**config.mk**
```make
export PLATFORM = sky130hd
export DESIGN_NAME = mult_share_arb
export DESIGN_NICKNAME = d
export VERILOG_FILES = /design/src/rtl/mult_share_pkg.sv /design/src/rtl/binary_nbit_multiplier.sv /design/src/rtl/mult_share_arb.sv
export SDC_FILE = /design/constraint.sdc
export NUM_CORES = 1
export LEC_CHECK = 0
export ABC_AREA = 1
export CELL_PAD_IN_SITES_DETAIL_PLACEMENT = 1
export CELL_PAD_IN_SITES_GLOBAL_PLACEMENT = 1
export CORE_ASPECT_RATIO = 1.5
export CORE_UTILIZATION = 34
export CTS_CLUSTER_SIZE = 25
export DETAILED_ROUTE_END_ITERATION = 6
export GPL_TIMING_DRIVEN = 0
export PLACE_DENSITY_LB_ADDON = 0.1
export SLEW_MARGIN = 5
export SYNTH_ARGS = -nofsm -noshare
export SYNTH_HDL_FRONTEND = slang
export SYNTH_HIERARCHICAL = 1
export SYNTH_SLANG_ARGS = --single-unit
```
**constraint.sdc**
```tcl
create_clock -name clk -period 2.52 [get_ports clk]
set_input_delay 0.252 -clock clk [delete_from_list [all_inputs] [get_ports clk]]
set_output_delay 0.252 -clock clk [all_outputs]
set_load 0.02 [all_outputs]
```
**src/rtl/mult_share_pkg.sv**
```systemverilog
// Shared types and helpers for the shared-multiplier arbiter.
package mult_share_pkg;

    // Sequencer states: arbitrate, multiply, hold the response.
    typedef enum logic [1:0] {
        IDLE = 2'b00,
        CALC = 2'b01,
        RESP = 2'b10
    } state_t;

    // Widest requester vector the round-robin search handles.
    localparam int MAX_NREQ = 32;
    localparam int MAX_IDW  = $clog2(MAX_NREQ);

    // Index of the first set bit of valid[nreq-1:0], scanning upward from ptr
    // with wrap-around. The scan runs from the far end back toward ptr so the
    // last hit written is the nearest one, which avoids an early-exit flag.
    // Returns ptr when no bit is set; callers qualify the result separately.
    function automatic int rr_first(input logic [MAX_NREQ-1:0] valid,
                                    input int                  ptr,
                                    input int                  nreq);
        int idx;
        int found;
        found = ptr;
        for (int k = MAX_NREQ - 1; k >= 0; k--) begin
            if (k < nreq) begin
                idx = ptr + k;
                if (idx >= nreq) begin
                    idx = idx - nreq;
                end
                if (valid[MAX_IDW'(idx)]) begin
                    found = idx;
                end
            end
        end
        return found;
    endfunction

endpackage

```
**src/rtl/binary_nbit_multiplier.sv**
```systemverilog
// Combinational unsigned WIDTH x WIDTH multiplier with a full-width product.
module binary_nbit_multiplier #(
    parameter int WIDTH = 2
) (
    input  logic [WIDTH-1:0]   a,
    input  logic [WIDTH-1:0]   b,
    output logic [2*WIDTH-1:0] product
);

    localparam int PW = 2 * WIDTH;

    // Operands are widened first so the product is never truncated.
    assign product = PW'(a) * PW'(b);

endmodule

```
**src/rtl/mult_share_arb.sv**
```systemverilog
// Round-robin arbiter and sequencer sharing one multiplier among NREQ
// requesters. One operation takes IDLE -> CALC -> RESP, so peak throughput
// is one product every three cycles.
module mult_share_arb
    import mult_share_pkg::*;
#(
    parameter  int WIDTH = 2,
    parameter  int NREQ  = 4,   // 2 .. MAX_NREQ
    localparam int IDW   = $clog2(NREQ),
    localparam int PW    = 2 * WIDTH
) (
    input  logic                  clk,
    input  logic                  rst_n,
    input  logic [NREQ-1:0]       req_valid,
    output logic [NREQ-1:0]       req_ready,
    input  logic [NREQ*WIDTH-1:0] req_a,
    input  logic [NREQ*WIDTH-1:0] req_b,
    output logic                  rsp_valid,
    input  logic                  rsp_ready,
    output logic [PW-1:0]         rsp_product,
    output logic [IDW-1:0]        rsp_id,
    output logic                  busy
);

    state_t          r_state;
    state_t          w_state_next;
    logic [IDW-1:0]  r_rr_ptr;
    logic [IDW-1:0]  w_grant;
    logic            w_any_valid;
    logic            w_accept;
    logic [NREQ-1:0] w_req_ready;

    logic [WIDTH-1:0] r_op_a;
    logic [WIDTH-1:0] r_op_b;
    logic [IDW-1:0]   r_op_id;
    logic [PW-1:0]    w_product;
    logic [PW-1:0]    r_rsp_product;
    logic [IDW-1:0]   r_rsp_id;
    logic             r_rsp_valid;

    // Round-robin grant candidate: first valid requester at or after r_rr_ptr.
    assign w_any_valid = |req_valid;
    assign w_grant     = IDW'(rr_first(MAX_NREQ'(req_valid), int'(r_rr_ptr), NREQ));

    // State register.
    // NOTE: sequential state uses non-blocking assignments so every flop
    // samples pre-edge values regardless of block ordering.
    always_ff @(posedge clk or negedge rst_n) begin
        if (!rst_n) begin
            r_state <= IDLE;
        end else begin
            r_state <= w_state_next;
        end
    end

    // Next-state and handshake decode.
    // NOTE: every output of this block is defaulted first, so no path leaves
    // a signal unassigned and no latch is inferred.
    always_comb begin
        w_state_next = r_state;
        w_req_ready  = '0;
        w_accept     = 1'b0;
        case (r_state)
            IDLE: begin
                // NOTE: rst_n gates ready directly so no requester sees an
                // accept while reset is held, even though the state is IDLE.
                if (rst_n && w_any_valid) begin
                    w_req_ready[w_grant] = 1'b1;
                    w_accept             = 1'b1;
                    w_state_next         = CALC;
                end
            end
            CALC: begin
                w_state_next = RESP;
            end
            RESP: begin
                if (rsp_ready) begin
                    w_state_next = IDLE;
                end
            end
            default: begin
                w_state_next = IDLE;
            end
        endcase
    end

    // Operand capture at accept and round-robin pointer advance.
    always_ff @(posedge clk or negedge rst_n) begin
        if (!rst_n) begin
            r_op_a   <= '0;
            r_op_b   <= '0;
            r_op_id  <= '0;
            r_rr_ptr <= '0;
        end else if (w_accept) begin
            r_op_a   <= req_a[w_grant*WIDTH +: WIDTH];
            r_op_b   <= req_b[w_grant*WIDTH +: WIDTH];
            r_op_id  <= w_grant;
            r_rr_ptr <= (w_grant == IDW'(NREQ - 1)) ? '0 : w_grant + 1'b1;
        end
    end

    binary_nbit_multiplier #(
        .WIDTH (WIDTH)
    ) u_mult (
        .a       (r_op_a),
        .b       (r_op_b),
        .product (w_product)
    );

    // Response register: loaded in CALC, held through RESP and afterwards.
    always_ff @(posedge clk or negedge rst_n) begin
        if (!rst_n) begin
            r_rsp_product <= '0;
            r_rsp_id      <= '0;
            r_rsp_valid   <= 1'b0;
        end else if (r_state == CALC) begin
            r_rsp_product <= w_product;
            r_rsp_id      <= r_op_id;
            r_rsp_valid   <= 1'b1;
        end else if (r_state == RESP && rsp_ready) begin
            r_rsp_valid   <= 1'b0;
        end
    end

    assign req_ready   = w_req_ready;
    assign rsp_valid   = r_rsp_valid;
    assign rsp_product = r_rsp_product;
    assign rsp_id      = r_rsp_id;
    assign busy        = (r_state != IDLE);

endmodule
```
After elaboration in Yosys (flattened, before gate mapping)
Index checks and enable logic that the tools add are counted.

word-level totals
  register bits after elaboration = 17
  input bits = 23
  output and inout bits = 12
  word-level logic and storage cells = 74

cells by class
  add/sub/neg operators = 8
  $mul = 1
  $lt $le $gt $ge = 10
  eq/ne operators = 5
  shift operators = 2
  multiplexer cells = 32
  reduce and logical (&&, ||, !) cells = 8

operators with widths
  kind                                                                   number
  5-bit by 7-bit < comparator with 1-bit output, second input constant   4
  1-bit binary-select mux with 5-bit select                              4
  5-bit two-way mux                                                      4
  8-bit by 4-bit variable part select with 2-bit output                  2
  2-bit two-way mux                                                      7
  1-bit two-way mux                                                      13
  3-bit by 3-bit subtractor with 4-bit output, second input constant     3
  3-bit >= comparator, second input constant                             3
  4-bit two-way mux                                                      2
  2-bit by 2-bit adder with 3-bit output, second input constant          2
  2-bit case mux with 3 select lines                                     1
  2-bit equality test, second input constant                             2
  2-bit by 2-bit multiplier with 4-bit output                            1
  2-bit != test, second input constant                                   2
  2-bit nonzero test                                                     2
  4-bit OR reduction                                                     1
  2-bit by 3-bit subtractor with 4-bit output, second input constant     1
  2-bit by 1-bit adder with 3-bit output, second input constant          1
  2-bit by 3-bit >= comparator with 1-bit output, second input constant  1
  1-bit logical AND                                                      3
  2-bit by 3-bit < comparator with 1-bit output, second input constant   1
  2-bit by 1-bit adder with 2-bit output, second input constant          1
  1-bit demux with 2-bit select                                          1
  2-bit by 1-bit equality test with 1-bit output, second input constant  1
  other kinds (3)                                                        3

Depth between registers and ports, before layout
  word-level depth = 16
  gate-level depth with buffers = 16
  depth with buffers taken out = 15

Modules after synthesis
Netlist, hierarchy kept.

by module, submodules not included
  module                  instances  cells an instance  area an instance (µm²)  sequential area each (µm²)
  mult_share_arb          1          166                1216.2                  425.4
  binary_nbit_multiplier  1          10                 55.1                    0.0

Least setup slack after synthesis
No wires, ideal clock.

  kind = register -> output
  from = reg r_rr_ptr[0]
  to = out req_ready[3]
  arrival time = 2.235 ns
  required time = 2.268 ns
  slack = 0.033 ns
  stages on the path, launching flop included = 15
  path buffers = 1
  cell sequence = dfrtp_1 inv_2 ha_1 inv_1 nand3_2 inv_2 nor2_4 nand2_2 nand2_2 nand3_2 nand2_4 buf_12 ha_1 inv_1 nor2_1

between the ends
  longest elaborated chain between the ends = 16
  elaborated cells on any way between the ends = 38
  those cells by class = add/sub: 7; order compare: 6; mux: 24; reduce/logical: 1

ends and longest elaborated chain
  item                                                                                                                                   line                                        source
  from (decl)                                                                                                                            mult_share_arb.sv:27                        logic [IDW-1:0] r_rr_ptr;
  from (signal assigned)                                                                                                                 mult_share_arb.sv:98                        r_rr_ptr <= (w_grant == IDW'(NREQ - 1)) ? '0 : w_grant + 1'b1;
  2-bit by 2-bit adder with 3-bit output                                                                                                 mult_share_pkg.sv:27                        idx = ptr + k;
  3-bit by 3-bit subtractor with 4-bit output or 3-bit >= comparator (tied branches)                                                     mult_share_pkg.sv:29, mult_share_pkg.sv:28
  5-bit two-way mux                                                                                                                      mult_share_pkg.sv:28                        if (idx >= nreq) begin
  1-bit binary-select mux with 5-bit select                                                                                              mult_share_pkg.sv:31                        if (valid[MAX_IDW'(idx)]) begin
  1-bit two-way mux (implied by the code) (2 in series)                                                                                  mult_share_pkg.sv:31
  2-bit two-way mux (3 in series)                                                                                                        mult_share_pkg.sv:31
  2-bit two-way mux *                                                                                                                    mult_share_pkg.sv:31
  2-bit by 3-bit < comparator with 1-bit output (implied by the code) or 2-bit by 1-bit >= comparator with 1-bit output (tied branches)  mult_share_arb.sv:68                        w_req_ready[w_grant] = 1'b1;
  1-bit logical AND (implied by the code)                                                                                                mult_share_arb.sv:68
  1-bit two-way mux (implied by the code)                                                                                                mult_share_arb.sv:68
  1-bit demux with 2-bit select *                                                                                                        mult_share_arb.sv:68
  4-bit two-way mux *                                                                                                                    mult_share_arb.sv:67                        if (rst_n && w_any_valid) begin
  4-bit two-way mux *                                                                                                                    mult_share_arb.sv:63                        case (r_state)
  to (decl)                                                                                                                              mult_share_arb.sv:15                        output logic [NREQ-1:0] req_ready,

Every way passes the cells marked *; elsewhere a longest branch is shown, timed or not. The select of a mux whose other input is x is not followed.

Worst setup path in the final report
  from = reg r_rr_ptr[1]
  to = out req_ready[2]

The elaborated chain is that of the path after synthesis.

==> results.md <==
Cells and area:
- The sequential cell area is approximately 430 µm².
- The layout overhead on the synthesized area is 50.6%.
- After routing the design area is 0.00191 mm².
- The final layout contains 261 nets.
- The share of final-layout standard cells stronger than drive strength 1 is 32.3%.
- The post-route non-filler standard cell count is 271.
- Leaving out fill and tap cells, the most frequent cells in the layout are 56 x sky130_fd_sc_hd__nand2_1, 29 x sky130_fd_sc_hd__clkdlybuf4s50_1, 21 x sky130_fd_sc_hd__inv_1.
- The final-layout fill cell count is between 400 and 500.
- The number of antenna diodes in the final layout is 0.
- The multi-input combinational cells in the finished layout cover a total of around 800 µm².
- The library cell used most frequently in the layout, excluding fill and tap cells, is sky130_fd_sc_hd__nand2_1.

Synth:
- Summing the areas of all and, or, nand and nor instances in the mapped netlist gives between 40% and 50% of the synthesized area.
- After synthesis, flip-flops and latches occupy 33.5% of the total area.
- The number of unique standard cell types used by synthesis is 18.
- The share of synthesized area spent on multiplexers is 0%.
- The arithmetic-cell share of the synthesized area counting full adders, half adders and majority gates is 7.87%.
- The synthesized area per cell is between 7 and 8 µm².
- After synthesis, the largest family of logic cells by area is simple AND/OR/NAND/NOR gates.
- The synthesized-area fraction occupied by xor and xnor cells is 0%.
- The synthesized netlist cell count is between 150 and 200.
- The synthesized netlist occupies a cell area of between 0.001 and 0.0015 mm².
- The post-synth net total is roughly 210.
- The yosys synthesis warning count is 6.
- The area fraction in compound gates after synthesis is roughly 4.5%.
- After synthesis the netlist holds a flip-flop and latch count of 17.

Global route:
- The via count of the first global-routing pass was between 1000 and 1500.
- The global-route wire length before repair is about 5.4 mm.
- The total global routing overflow is 0.
- The number of antenna violations at the first check in global routing was 0.
- The largest net degree at the start of global routing is 19.
- Across every metal layer, demand over resource in global routing totals approximately 18%.

Route:
- The routed wirelength normalized by instance count is 13.7 µm.
- Summed over all nets, wire length on met3 after detailed routing comes to 98 µm.
- The top layer reached by signal wires is met4.
- In the detailed route, the total length drawn on met2 is roughly 2 mm.
- For this run, design rule violations remaining after detail routing come to 0.
- The post-detailed-routing wire length is roughly 3.7 mm.
- The routed length on met1 is ~1.5 mm.
- The total vias in the final route is 1306.
- For this block, the initial DRC count from the detailed router was 18.
- The count of nets left with antenna violations once routing finished came out at 0.
- The first detailed-routing pass took 4 iterations.
- The routed via count divided by cell count is between 4 and 5.

STA:
- The hold violation count in the final report is 0.
- Adding up every negative setup slack in the final design gives 0 ns.
- Across the routed clock network, the largest skew measured is ~0.0045 ns.
- Based on the critical path, the design can be clocked at up to ~0.4 GHz.
- The final hold slack is about 0.032 ns.
- Dividing the final minimum period by the clock period gives between 90% and 100%.
- Setup repair after global routing could not meet its margin everywhere.
- For the pin with the worst max-slew slack, the measured transition is 0.471 ns.
- The worst path needs 2.43 ns of the cycle, external delays included.
- Setup violations remaining at the end of the flow were counted as 0.
- The worst relative slew slack is slightly below 70%.
- The max-slew violation count is 0.

Worst setup path:
- The critical path is of the register to primary output type.
- The worst path required time is 2.27 ns.
- The biggest fanout along the worst timing path is 5.
- The beginning of the critical path is r_rr_ptr[1].
- The arrival time at the worst endpoint is 2.18 ns.
- The number of cells on the critical path is 15.
- The worst setup path is captured at a primary output.
- The setup slack of the most critical reg-to-reg path is around 0.4 ns.
- By instance count, the cell type seen most on the critical path is sky130_fd_sc_hd__nand2_1.
- The largest stage delay on the critical path is ~0.42 ns.
- The number of cells on the worst reg-to-reg path is 17.
- Broken down by cell family, the worst path's largest delay share belongs to simple AND/OR/NAND/NOR gates.
- The destination of the worst register-to-register timing path is r_op_b[0].
- The worst setup path is launched from a register.
- Traced cell by cell, the critical path runs through inv_2 > ha_1 > nand2_2 > nand3_1 > inv_1 > nor2_1 > nand2_1 > nand2_1 > nand2_1 > nand2_2 > nand2_4 > nor2_4 > inv_1 > nor2_2 > buf_4.
- The last element of the critical path is req_ready[2].
- Together, buffers and inverters on the worst path number 4.
- The critical register-to-register path startpoint is r_rr_ptr[0].
- The slowest stage of the critical path belongs to the cell sky130_fd_sc_hd__dfrtp_2.

CTS:
- The clock root buffer is sky130_fd_sc_hd__clkbuf_8.
- Clock-pin slew was measured on the worst setup and hold paths at around 0.07 ns.
- For the worst-skew pair, the clock arrives at the later sink with an insertion delay of 0.25 ns.
- CTS built an H-tree with a depth of 1.
- Hold repair after CTS inserted 0 buffers.
- For this design, the sink count on the clock tree is 17.
- The TritonCTS clock tree is built.
- The number of clock buffers inserted by TritonCTS is 3.
- The number of buffers between clock root and the deepest sink is 2.

Hold path:
- The class of the most critical hold timing path is input pin to async pin.

Place:
- The congestion estimate from routability-driven global placement came to a little under 0.8.
- Including well taps, the total number of placed cells is 252.
- The estimated wirelength of the detail-placed design is between 2 and 3 mm.
- The instance area at placement is 0.00166 mm².
- The quantity of I/O buffers inserted on ports is 34.

Floorplanning:
- The area enclosed by the die boundary is 0.00399 mm².
- For this design the top-level I/O count stands at 35.
- The initial standard-cell utilization of the core is between 30% and 40%.
- The core region is 0.00348 mm².
- The standard-cell row count is 26.
- The floorplan step set the die width to about 52 µm.
- The floorplan die height is 76.9 µm.

Status:
- The run finished with clean final reports.

Pwr:
- For this design the ratio of total power to cell area is 1560 mW/mm².
- The analysis attributes to cell leakage a power of ~1 nW.
- The maximum ir drop on the vdd rail is between 0.0009 and 0.001 V.

Job:
- The tool flagged a number of max-cap violations equal to 0.
[cells by family after synthesis]
logic type | Yosys count
AOI/OAI and AO/OA | 10
adders and majority gates | 8
buffers and inverters | 29
DFF | 17
and+or+nand+nor | 112
[routing by layer]
layer,global-route usage [%],vias up
met3,1.19,8
met5,0,-
met4,5.68,0
met2,33.3,30
li1,-,649
met1,19.4,619
[area by class of cell]
cell class / count / share of cell area (%)
inverter: 28 / 5.88
tap: 42 / 2.75
buffer: 1 / 1.05
sequential: 17 / 22.4
clock inverter: 1 / 0.261
timing repair buffer: 49 / 23.7
clock buffer: 3 / 2.16
multi-input combinational: 130 / 41.9
[cell usage after synthesis]
cell | count | area, µm²
sky130_fd_sc_hd__nor3_1 | 1 | 5.00
sky130_fd_sc_hd__ha_1 | 8 | 100
sky130_fd_sc_hd__dfrtp_1 | 17 | 425
sky130_fd_sc_hd__nand3_1 | 16 | 80.1
sky130_fd_sc_hd__a41oi_1 | 1 | 8.76
sky130_fd_sc_hd__nand2_4 | 1 | 11.3
sky130_fd_sc_hd__o22ai_1 | 1 | 6.26
sky130_fd_sc_hd__nand3_2 | 9 | 90.1
sky130_fd_sc_hd__nand2_1 | 59 | 221
sky130_fd_sc_hd__inv_2 | 3 | 11.3
sky130_fd_sc_hd__o21a_1 | 1 | 7.51
sky130_fd_sc_hd__a21oi_1 | 1 | 5.00
sky130_fd_sc_hd__nor2_4 | 2 | 22.5
sky130_fd_sc_hd__o21ai_0 | 6 | 30.0
sky130_fd_sc_hd__buf_12 | 1 | 20.0
sky130_fd_sc_hd__inv_1 | 25 | 93.8
sky130_fd_sc_hd__nor2_1 | 7 | 26.3
sky130_fd_sc_hd__nand2_2 | 17 | 106
[worst min-delay path by stage]
stage	startpoint	endpoint	cells after the start
finish	rst_n	rsp_id[1]	1
global route	rst_n	rsp_id[1]	1
CTS	rst_n	rsp_id[1]	1
detailed placement	rsp_product[1]	rsp_product[1]	2
global placement	rsp_id[0]	rsp_id[0]	2
floorplan	rst_n	r_op_a[0]	0
[registers in the layout, indices dropped and copies added (netlist names)]
name and count:
r_op_b 2, r_state 2, r_op_a 2, r_op_id 2, rsp_valid 1, rsp_id 2
r_rr_ptr 2, rsp_product 4
[where the power goes]
group          internal, mW  switching, mW
logic                 0.988           1.31
clock network         0.110         0.0963
registers             0.398         0.0804
total                  1.50           1.49
[metrics by stage]
stage                     util (%)  power (mW)  worst slack (ns)
after floorplan                  -        1.73            0.0334
after global placement        47.8        2.13            -0.688
after detailed placement      47.8        2.20            -0.789
after CTS                     51.0        2.58          -0.00443
after global routing          55.0        3.25           -0.0823
final                         55.0        2.98            0.0884
[what timing repair did]
action / CTS / global route
endpoints found under the setup margin: 5 / 4
buffers inserted: 4 / 11
resized for setup: 33 / 21
pin swaps: 4 / 11
(Power assumes the default switching activity.)
